===== src/rtl/uart_pkg.sv =====
// Shared types and helpers for the UART transmit scheduler slice.
package uart_pkg;

   typedef enum logic [1:0] {SCH_IDLE, SCH_LAUNCH, SCH_WAIT, SCH_GAP} sched_state_e;

   // Advance a round-robin pointer, wrapping explicitly for non-power-of-2 counts.
   function automatic int rr_next(input int ptr, input int num_req);
      return (ptr + 1 >= num_req) ? 0 : ptr + 1;
   endfunction

endpackage


===== src/rtl/rr_pick.sv =====
// Combinational round-robin selector: first set request at or after ptr, wrapping.
module rr_pick #(
   parameter int NUM_REQ = 4,
   parameter int IDX_W   = $clog2(NUM_REQ)
) (
   input  logic [NUM_REQ-1:0] req,
   input  logic [IDX_W-1:0]   ptr,
   output logic               any,
   output logic [IDX_W-1:0]   idx,
   output logic [NUM_REQ-1:0] onehot
);

   // One spare bit so ptr+k never overflows before the modulo fold.
   localparam int SW = IDX_W + 1;

   logic [SW-1:0] slot;

   always_comb begin
      any    = 1'b0;
      idx    = '0;
      onehot = '0;
      slot   = '0;
      for (int k = 0; k < NUM_REQ; k++) begin
         slot = {1'b0, ptr} + SW'(k);
         if (slot >= SW'(NUM_REQ)) slot = slot - SW'(NUM_REQ);
         if (!any && req[slot[IDX_W-1:0]]) begin
            any                       = 1'b1;
            idx                       = slot[IDX_W-1:0];
            onehot[slot[IDX_W-1:0]]   = 1'b1;
         end
      end
   end

endmodule


===== src/rtl/uart_tx_sched.sv =====
// Round-robin scheduler sharing one UART transmitter among NUM_REQ byte sources,
// with post-frame idle gap and a tx_done watchdog.
module uart_tx_sched
   import uart_pkg::*;
#(
   parameter int NUM_REQ        = 4,
   parameter int DATA_BITS      = 8,
   parameter int GAP_CYCLES     = 0,
   parameter int TIMEOUT_CYCLES = 65536
) (
   input  logic                           clk,
   input  logic                           rst,
   input  logic [NUM_REQ-1:0]             req_valid,
   input  logic [NUM_REQ*DATA_BITS-1:0]   req_data,
   output logic [NUM_REQ-1:0]             req_ready,
   output logic [NUM_REQ-1:0]             req_done,
   output logic                           tx_start,
   output logic [DATA_BITS-1:0]           tx_data,
   input  logic                           tx_done,
   output logic                           busy,
   output logic [$clog2(NUM_REQ)-1:0]     grant_id,
   output logic                           timeout_err
);

   localparam int IW  = $clog2(NUM_REQ);
   localparam int WDW = $clog2(TIMEOUT_CYCLES + 1);
   localparam int GCW = (GAP_CYCLES > 0) ? $clog2(GAP_CYCLES + 1) : 1;
   localparam sched_state_e POST_FRAME = (GAP_CYCLES > 0) ? SCH_GAP : SCH_IDLE;

   sched_state_e         state_q, state_d;
   logic [IW-1:0]        rr_ptr_q, rr_ptr_d;
   logic [IW-1:0]        grant_id_q, grant_id_d;
   logic [DATA_BITS-1:0] hold_q, hold_d;
   logic [WDW-1:0]       wd_cnt_q, wd_cnt_d;
   logic [GCW-1:0]       gap_cnt_q, gap_cnt_d;
   logic                 tx_start_q, tx_start_d;

   logic                 pick_any;
   logic [IW-1:0]        pick_idx;
   logic [NUM_REQ-1:0]   pick_onehot;

   rr_pick #(
      .NUM_REQ (NUM_REQ),
      .IDX_W   (IW)
   ) u_pick (
      .req    (req_valid),
      .ptr    (rr_ptr_q),
      .any    (pick_any),
      .idx    (pick_idx),
      .onehot (pick_onehot)
   );

   always_comb begin
      state_d     = state_q;
      rr_ptr_d    = rr_ptr_q;
      grant_id_d  = grant_id_q;
      hold_d      = hold_q;
      wd_cnt_d    = wd_cnt_q;
      gap_cnt_d   = gap_cnt_q;
      tx_start_d  = 1'b0;
      req_ready   = '0;
      req_done    = '0;
      timeout_err = 1'b0;

      case (state_q)
         SCH_IDLE: begin
            if (pick_any) begin
               req_ready  = pick_onehot;
               grant_id_d = pick_idx;
               tx_start_d = 1'b1;
               state_d    = SCH_LAUNCH;
               for (int i = 0; i < NUM_REQ; i++) begin
                  if (pick_onehot[i]) hold_d = req_data[i*DATA_BITS +: DATA_BITS];
               end
            end
         end
         SCH_LAUNCH: begin
            wd_cnt_d = '0;
            state_d  = SCH_WAIT;
         end
         SCH_WAIT: begin
            wd_cnt_d = wd_cnt_q + WDW'(1);
            // Completion is checked first so it wins a tie with watchdog expiry.
            if (tx_done) begin
               req_done[grant_id_q] = 1'b1;
               rr_ptr_d             = IW'(rr_next(int'(grant_id_q), NUM_REQ));
               gap_cnt_d            = '0;
               state_d              = POST_FRAME;
            end else if (wd_cnt_q == WDW'(TIMEOUT_CYCLES - 1)) begin
               timeout_err = 1'b1;
               rr_ptr_d    = IW'(rr_next(int'(grant_id_q), NUM_REQ));
               gap_cnt_d   = '0;
               state_d     = POST_FRAME;
            end
         end
         SCH_GAP: begin
            if (gap_cnt_q == GCW'(GAP_CYCLES - 1)) state_d = SCH_IDLE;
            else gap_cnt_d = gap_cnt_q + GCW'(1);
         end
         default: state_d = SCH_IDLE;
      endcase
   end

   always_ff @(posedge clk) begin
      if (rst) begin
         state_q    <= SCH_IDLE;
         rr_ptr_q   <= '0;
         grant_id_q <= '0;
         hold_q     <= '0;
         wd_cnt_q   <= '0;
         gap_cnt_q  <= '0;
         tx_start_q <= 1'b0;
      end else begin
         state_q    <= state_d;
         rr_ptr_q   <= rr_ptr_d;
         grant_id_q <= grant_id_d;
         hold_q     <= hold_d;
         wd_cnt_q   <= wd_cnt_d;
         gap_cnt_q  <= gap_cnt_d;
         tx_start_q <= tx_start_d;
      end
   end

   assign tx_start = tx_start_q;
   assign tx_data  = hold_q;
   assign busy     = (state_q != SCH_IDLE);
   assign grant_id = grant_id_q;

endmodule


===== config.mk =====
export PLATFORM = sky130hd
export DESIGN_NAME = uart_tx_sched
export DESIGN_NICKNAME = d
export VERILOG_FILES = /design/src/rtl/uart_pkg.sv /design/src/rtl/rr_pick.sv /design/src/rtl/uart_tx_sched.sv
export SDC_FILE = /design/constraint.sdc
export NUM_CORES = 1
export LEC_CHECK = 0
export CORE_ASPECT_RATIO = 0.8
export CORE_MARGIN = 10
export CORE_UTILIZATION = 45
export CTS_CLUSTER_DIAMETER = 30
export CTS_CLUSTER_SIZE = 40
export DETAILED_ROUTE_END_ITERATION = 10
export GPL_TIMING_DRIVEN = 0
export HOLD_SLACK_MARGIN = 0.08
export PLACE_DENSITY_LB_ADDON = 0.25
export SYNTH_ARGS = -nofsm -noshare
export SYNTH_HDL_FRONTEND = slang
export SYNTH_SLANG_ARGS = --single-unit

===== constraint.sdc =====
create_clock -name clk -period 3.8 [get_ports clk]
set_input_delay 0.38 -clock clk [delete_from_list [all_inputs] [get_ports clk]]
set_output_delay 0.38 -clock clk [all_outputs]
set_load 0.03 [all_outputs]

# Word-level counts from Yosys, hierarchy flattened
# Cells that the tools add are included.
word_totals:
  ff_bits: 33
  wordCells: 125
  out_inout_bits: 21
  in_bits: 39
op_classes:
  bitwise_logic: 4
  mux: 59
  n_lt_le_gt_ge: 15
  reduce_logical: 23
  n_eq_ne: 7
  n_addsub: 10
op_table:
  columns: ["cell", "n"]
  rows:
  - ["$pmux 17 s2", 1]
  - ["$mux 4", 8]
  - ["$mux 8", 4]
  - ["$mux 2", 15]
  - ["$mux 1", 20]
  - ["$add 17x1->17 const B", 1]
  - ["$eq 17x16->1 const B", 1]
  - ["$lt 2x3->1 const B", 5]
  - ["$ge 3x3->1 const B", 4]
  - ["$or 4x4->4", 3]
  - ["$demux 1 s2", 5]
  - ["$ge 2x1->1 const B", 5]
  - ["$bmux 1 s2", 4]
  - ["$logic_and 1x1->1", 8]
  - ["$pmux 2 s4", 1]
  - ["$reduce_bool 2->1", 4]
  - ["$sub 2x1->2 const B", 4]
  - ["$add 2x1->3 const B", 2]
  - ["$add 2x2->3 const B", 2]
  - ["$reduce_and 2->1", 3]
  - ["$reduce_and 3->1", 2]
  - ["$eq 2x2->1 const B", 2]
  - ["$ne 2x2->1 const B", 2]
  - ["$reduce_bool 4->1", 1]
  - ["other kinds (9)", 11]

# Logic depth before layout (Yosys ltp)
logic_depth:
  ltp_word: 18
  ltp_mapped: 12
  ltp_nobuf: 11

# By module
# Synthesis repeated with hierarchy kept, for this count alone.
unflattened:
  cells_unflattened: 270
  area_unflattened_um2: 2369.8
modules_own_cells:
  columns: ["module", "n_inst", "area_per_inst_um2", "seq_area_each_um2", "cells_per_inst"]
  rows:
  - ["uart_tx_sched", 1, 1948.1, 660.6, 225]
  - ["rr_pick", 1, 421.7, 0.0, 45]

# Least setup slack after synthesis
# Ideal clock, no wire load.
synth_path:
  kind: "flip-flop to output port"
  from: "reg rr_ptr_q[1]"
  to: "out req_ready[2]"
  n_path_buf: 3
  t_arrival_ns: 2.934
  required_ns: 3.420
  stages_incl_launch_ff: 11
  setup_slack_ns: 0.486
  cell_sequence: "dfxtp_1 -> buf_2 -> inv_1 -> ha_1 -> buf_6 -> mux4_2 -> or2_4 -> nor3b_4 -> a2bb2oi_4 -> buf_2 -> nor2_1"
synth_between:
  elab_chain_len: 16
  elab_cells_between_ends: 62
  cone_classes: "add/sub (7); order compare (12); mux (30); bitwise (3); reduce/logical (10)"
synth_rtl:
  columns: ["item", "line_no", "source"]
  rows:
  - ["from (decl)", "uart_tx_sched.sv:31", "logic [IW-1:0] rr_ptr_q, rr_ptr_d;"]
  - ["from (signal assigned)", "uart_tx_sched.sv:115", "rr_ptr_q <= rr_ptr_d;"]
  - ["branches (longest 14 deep; another with $add 2x1->3)", null, null]
  - ["$mux 4 *", "uart_tx_sched.sv:67", "if (pick_any) begin"]
  - ["$mux 4 *", "uart_tx_sched.sv:65", "case (state_q)"]
  - ["to (decl)", "uart_tx_sched.sv:15", "output logic [NUM_REQ-1:0] req_ready,"]
# Mark *: on every way between the ends. The select of a mux whose other input is x is not followed.

# Worst setup path in the final report
layout_path:
  from: "reg rr_ptr_q[1]"
  to: "out req_ready[0]"
# Same word-level chain as after synthesis.

==> impl_summary.md <==
Logic synthesis
In the synthesized netlist the async set-or-reset flop fraction comes to 0%. The register area share after synthesis is 27.64%. The mean cell area of the mapped netlist is 8.786 um2. In the synthesized netlist, the number of instances is 272. The number of enable flip-flop cells after synthesis is 0. When the netlist entered floorplanning its net count stood at 326.

In the synthesized netlist the dominant register cell turns out to be sky130_fd_sc_hd__dfxtp_1. The area of the mapped netlist is 2390 um2. Counting flops and latches in the post-synthesis netlist gives 33. The synthesis warning total is 0. Yosys mapped the design onto 49 distinct sky130hd cell types.

CTS
Clock latency on the worst-skew pair, taken at its later pin, is 0.28 ns. The tree is rooted in a sky130_fd_sc_hd__clkbuf_8. After clock tree synthesis, the clock-pin slew on the worst setup and hold paths is 0.07 ns. Clock tree synthesis found a total of 33 sinks.

The H-tree generated during clock tree synthesis spans 2 levels. Counting along the longest clock path gives a buffer depth of 2. The number of hold buffers added after CTS is 0.

In this run, CTS created clock tree buffers numbering 5. TritonCTS built the clock tree.

Detailed routing
The first detailed-routing pass took 4 iterations. After detailed routing, the number of vias per cell comes to 5.459. The count of nets left with antenna violations once routing finished came out at 0. The remaining design rule violation count is 0.

Summed over all layers, the routed wires come to 5.964 mm. The number of DRC markers after the initial detailed-route iteration is 107. The average wire per cell in the routed design is 14.80 um. Summing over every cut layer, the via total after detailed routing is 2200.

STA
The fmax is 273.4 MHz. The number of pins exceeding their max-slew limit in the final report is 0. On the final layout, the worst clock skew is 0.003868 ns. The worst pin sits at a relative slew slack of 54.84%.

The final critical path takes up 96.25% of the cycle. The final total negative setup slack is 0 ns. The total of endpoints with negative setup slack in the final report is 0. The hold violation total from the final report is 0. The worst path in the final design needs a cycle of 3.658 ns, including I/O delays and setup.

Setup repair after global routing could not meet its margin everywhere. At the pin with the least slew margin, the transition time is 0.6774 ns.

Place
The placed wire-length estimate is 4.689 mm. Input and output buffers added on the ports amount to 58. The placer congestion estimate is 0.8432.

The number of placed instances, taps included is 392. The area of placed instances is 3048 um2.

Global routing
The all-layer global routing usage is 14.07%. Entering global routing, the biggest net connects 11 pins. The number of global-route vias before repair is 2215.

Summed over all layers, the global routing overflow is 0. The wire length of the first global-routing pass is 10.18 mm. The number of antenna violations at the first check in global routing is 0.

Die
The die covers 8644 um2. After floorplanning, the core was divided into 23 placement rows. The floorplan core area is 5065 um2. The initial cell density of the core is 47.18%.

The die outline height is 85.18 um. The floorplan step set the die width to 101.5 um. 60 I/O pins were placed.

Critical path
At the worst endpoint, the arrival time is 3.28 ns. The worst setup path is of the register to output port kind. The kind of end point of the critical path is an output port. At the worst endpoint, the required time is 3.42 ns. The critical path launch point type is a register.

Of all nets on the critical path, the largest fanout is 10.

Cells and area
The finished cells cover 3187 um2. Leaving out fill and tap cells, the most frequent cell in the layout is sky130_fd_sc_hd__clkdlybuf4s50_1. The count of placed standard cells in the final layout, fillers left out is 403.

Leaving out fill and tap cells, the most frequent cells in the layout are sky130_fd_sc_hd__clkdlybuf4s50_1, sky130_fd_sc_hd__nor2_1, sky130_fd_sc_hd__dfxtp_1, sky130_fd_sc_hd__nand2_1, sky130_fd_sc_hd__a21oi_1. The antenna diode count is 0. After the last flow step, the layout net total stands at 394.

The share of post-route cells with drive strength above 1 is 13.20%. The utilization after layout is 62.92%. The post-synthesis to final-layout area growth is 33.35%.

The number of filler cells placed in the layout is 436.

Pwr
The power per standard cell area is 449.1 nW/um2. The peak supply drop is 0.2760 mV. The total power is 0.001431 W. The total leakage power is 1.256 nW.

Flow run
Across the run, the number of max-cap violations was 0.

Worst hold path
The min-delay analysis places its worst path in the category register to register.

Outcome
The run finished with clean final reports.
[registers in the layout (all words and copies together), names as in the netlist]
| register | flops |
|---|---|
| wd_cnt_q | 17 |
| tx_data | 8 |
| grant_id | 2 |
| rr_ptr_q | 2 |
| state_q | 2 |
| gap_cnt_q | 1 |
| tx_start | 1 |
[synthesized netlist by cell type, types with 3 or more instances]
master	number	area, um2
sky130_fd_sc_hd__nor2_1	34	127.6
sky130_fd_sc_hd__a311oi_2	8	120.1
sky130_fd_sc_hd__a21o_1	3	22.52
sky130_fd_sc_hd__mux2_2	3	33.78
sky130_fd_sc_hd__xor2_1	11	96.34
sky130_fd_sc_hd__ha_1	15	187.7
sky130_fd_sc_hd__buf_2	3	15.01
sky130_fd_sc_hd__mux2i_1	16	160.2
sky130_fd_sc_hd__a211o_1	8	70.07
sky130_fd_sc_hd__inv_1	12	45.04
sky130_fd_sc_hd__o21ai_0	5	25.02
sky130_fd_sc_hd__dfxtp_1	33	660.6
sky130_fd_sc_hd__nand2_1	23	86.33
sky130_fd_sc_hd__clkbuf_1	4	15.01
sky130_fd_sc_hd__and3_1	7	43.79
sky130_fd_sc_hd__a221oi_1	3	26.28
sky130_fd_sc_hd__nor3_1	9	45.04
sky130_fd_sc_hd__nor4b_1	3	26.28
sky130_fd_sc_hd__nand4_1	3	18.77
sky130_fd_sc_hd__a21oi_1	20	100.1
sky130_fd_sc_hd__buf_6	4	45.04
sky130_fd_sc_hd__nand3_1	9	45.04
[cells by family (layout without fill, tap and decap cells)]
logic type,after synthesis,in the layout,share of synthesized area (%)
muxes,22,22,11.10
and+or+nand+nor,105,105,22.51
buffers and inverters,26,95,5.706
AOI/OAI and AO/OA,58,58,20.42
adders and majority gates,15,15,7.853
DFF,33,33,27.64
xor gates and xnor gates,13,13,4.764
[worst paths after layout]
check | start | endpoint | slack, ns | cells past startpoint
setup / recovery | rr_ptr_q[1] | req_ready[0] | 0.14 | 10
hold / removal | wd_cnt_q[9] | wd_cnt_q[9] | 0.51 | 2
setup reg to reg | rr_ptr_q[1] | tx_data[7] | 0.20 | 14
hold reg to reg | wd_cnt_q[9] | wd_cnt_q[9] | 0.51 | 2
[metal layers]
layer | up-vias | track usage (%) | share of wire, %
li1 | 1122 | - | -
met1 | 1006 | 17.64 | 47
met2 | 70 | 20.45 | 41
met3 | 2 | 8.185 | 11
met4 | 0 | 2.655 | 0.52
met5 | - | 0 | 0
[timing repair]
action | in CTS | in global routing
setup buffers | 1 | 2
gates resized for setup | 10 | 7
pin swaps | 2 | 0
endpoints found under the setup margin | 4 | 4
[report_power, final]
group	internal [W]	switching (W)
Clock	0.000214	0.000131
Sequential	0.000389	0.0000306
Combinational	0.000294	0.000373
[critical path: stages, from the launching register on]
cell and delay [ns]:
sky130_fd_sc_hd__dfxtp_1 0.39, sky130_fd_sc_hd__buf_4 0.21, sky130_fd_sc_hd__inv_1 0.08, sky130_fd_sc_hd__ha_1 0.29
sky130_fd_sc_hd__buf_6 0.13, sky130_fd_sc_hd__mux4_2 0.57, sky130_fd_sc_hd__or2_4 0.29, sky130_fd_sc_hd__or3_4 0.42
sky130_fd_sc_hd__nand2_2 0.17, sky130_fd_sc_hd__a21oi_1 0.06, sky130_fd_sc_hd__dlygate4sd2_1 0.38
[metrics by stage]
stage / hold slack (ns) / setup WS [ns]
final: 0.5077 / 0.1423
after global routing: 0.5504 / -0.005872
after detailed placement: 0.4943 / -0.2083
after floorplan: 0.4672 / 0.4863
after CTS: 0.5135 / 0.02547
after global placement: 0.4853 / -0.1715
[final cells by class]
type	count	area, um2	area share [%]
multi-input combinational	213	1599	50.18
sequential	33	661.9	20.77
timing repair buffer	61	590.6	18.53
buffer	14	96.34	3.023
clock buffer	7	86.33	2.709
tap	62	77.57	2.434
inverter	12	45.04	1.413
clock inverter	1	30.03	0.9423
Note: power is estimated with default switching activity, not from simulation.
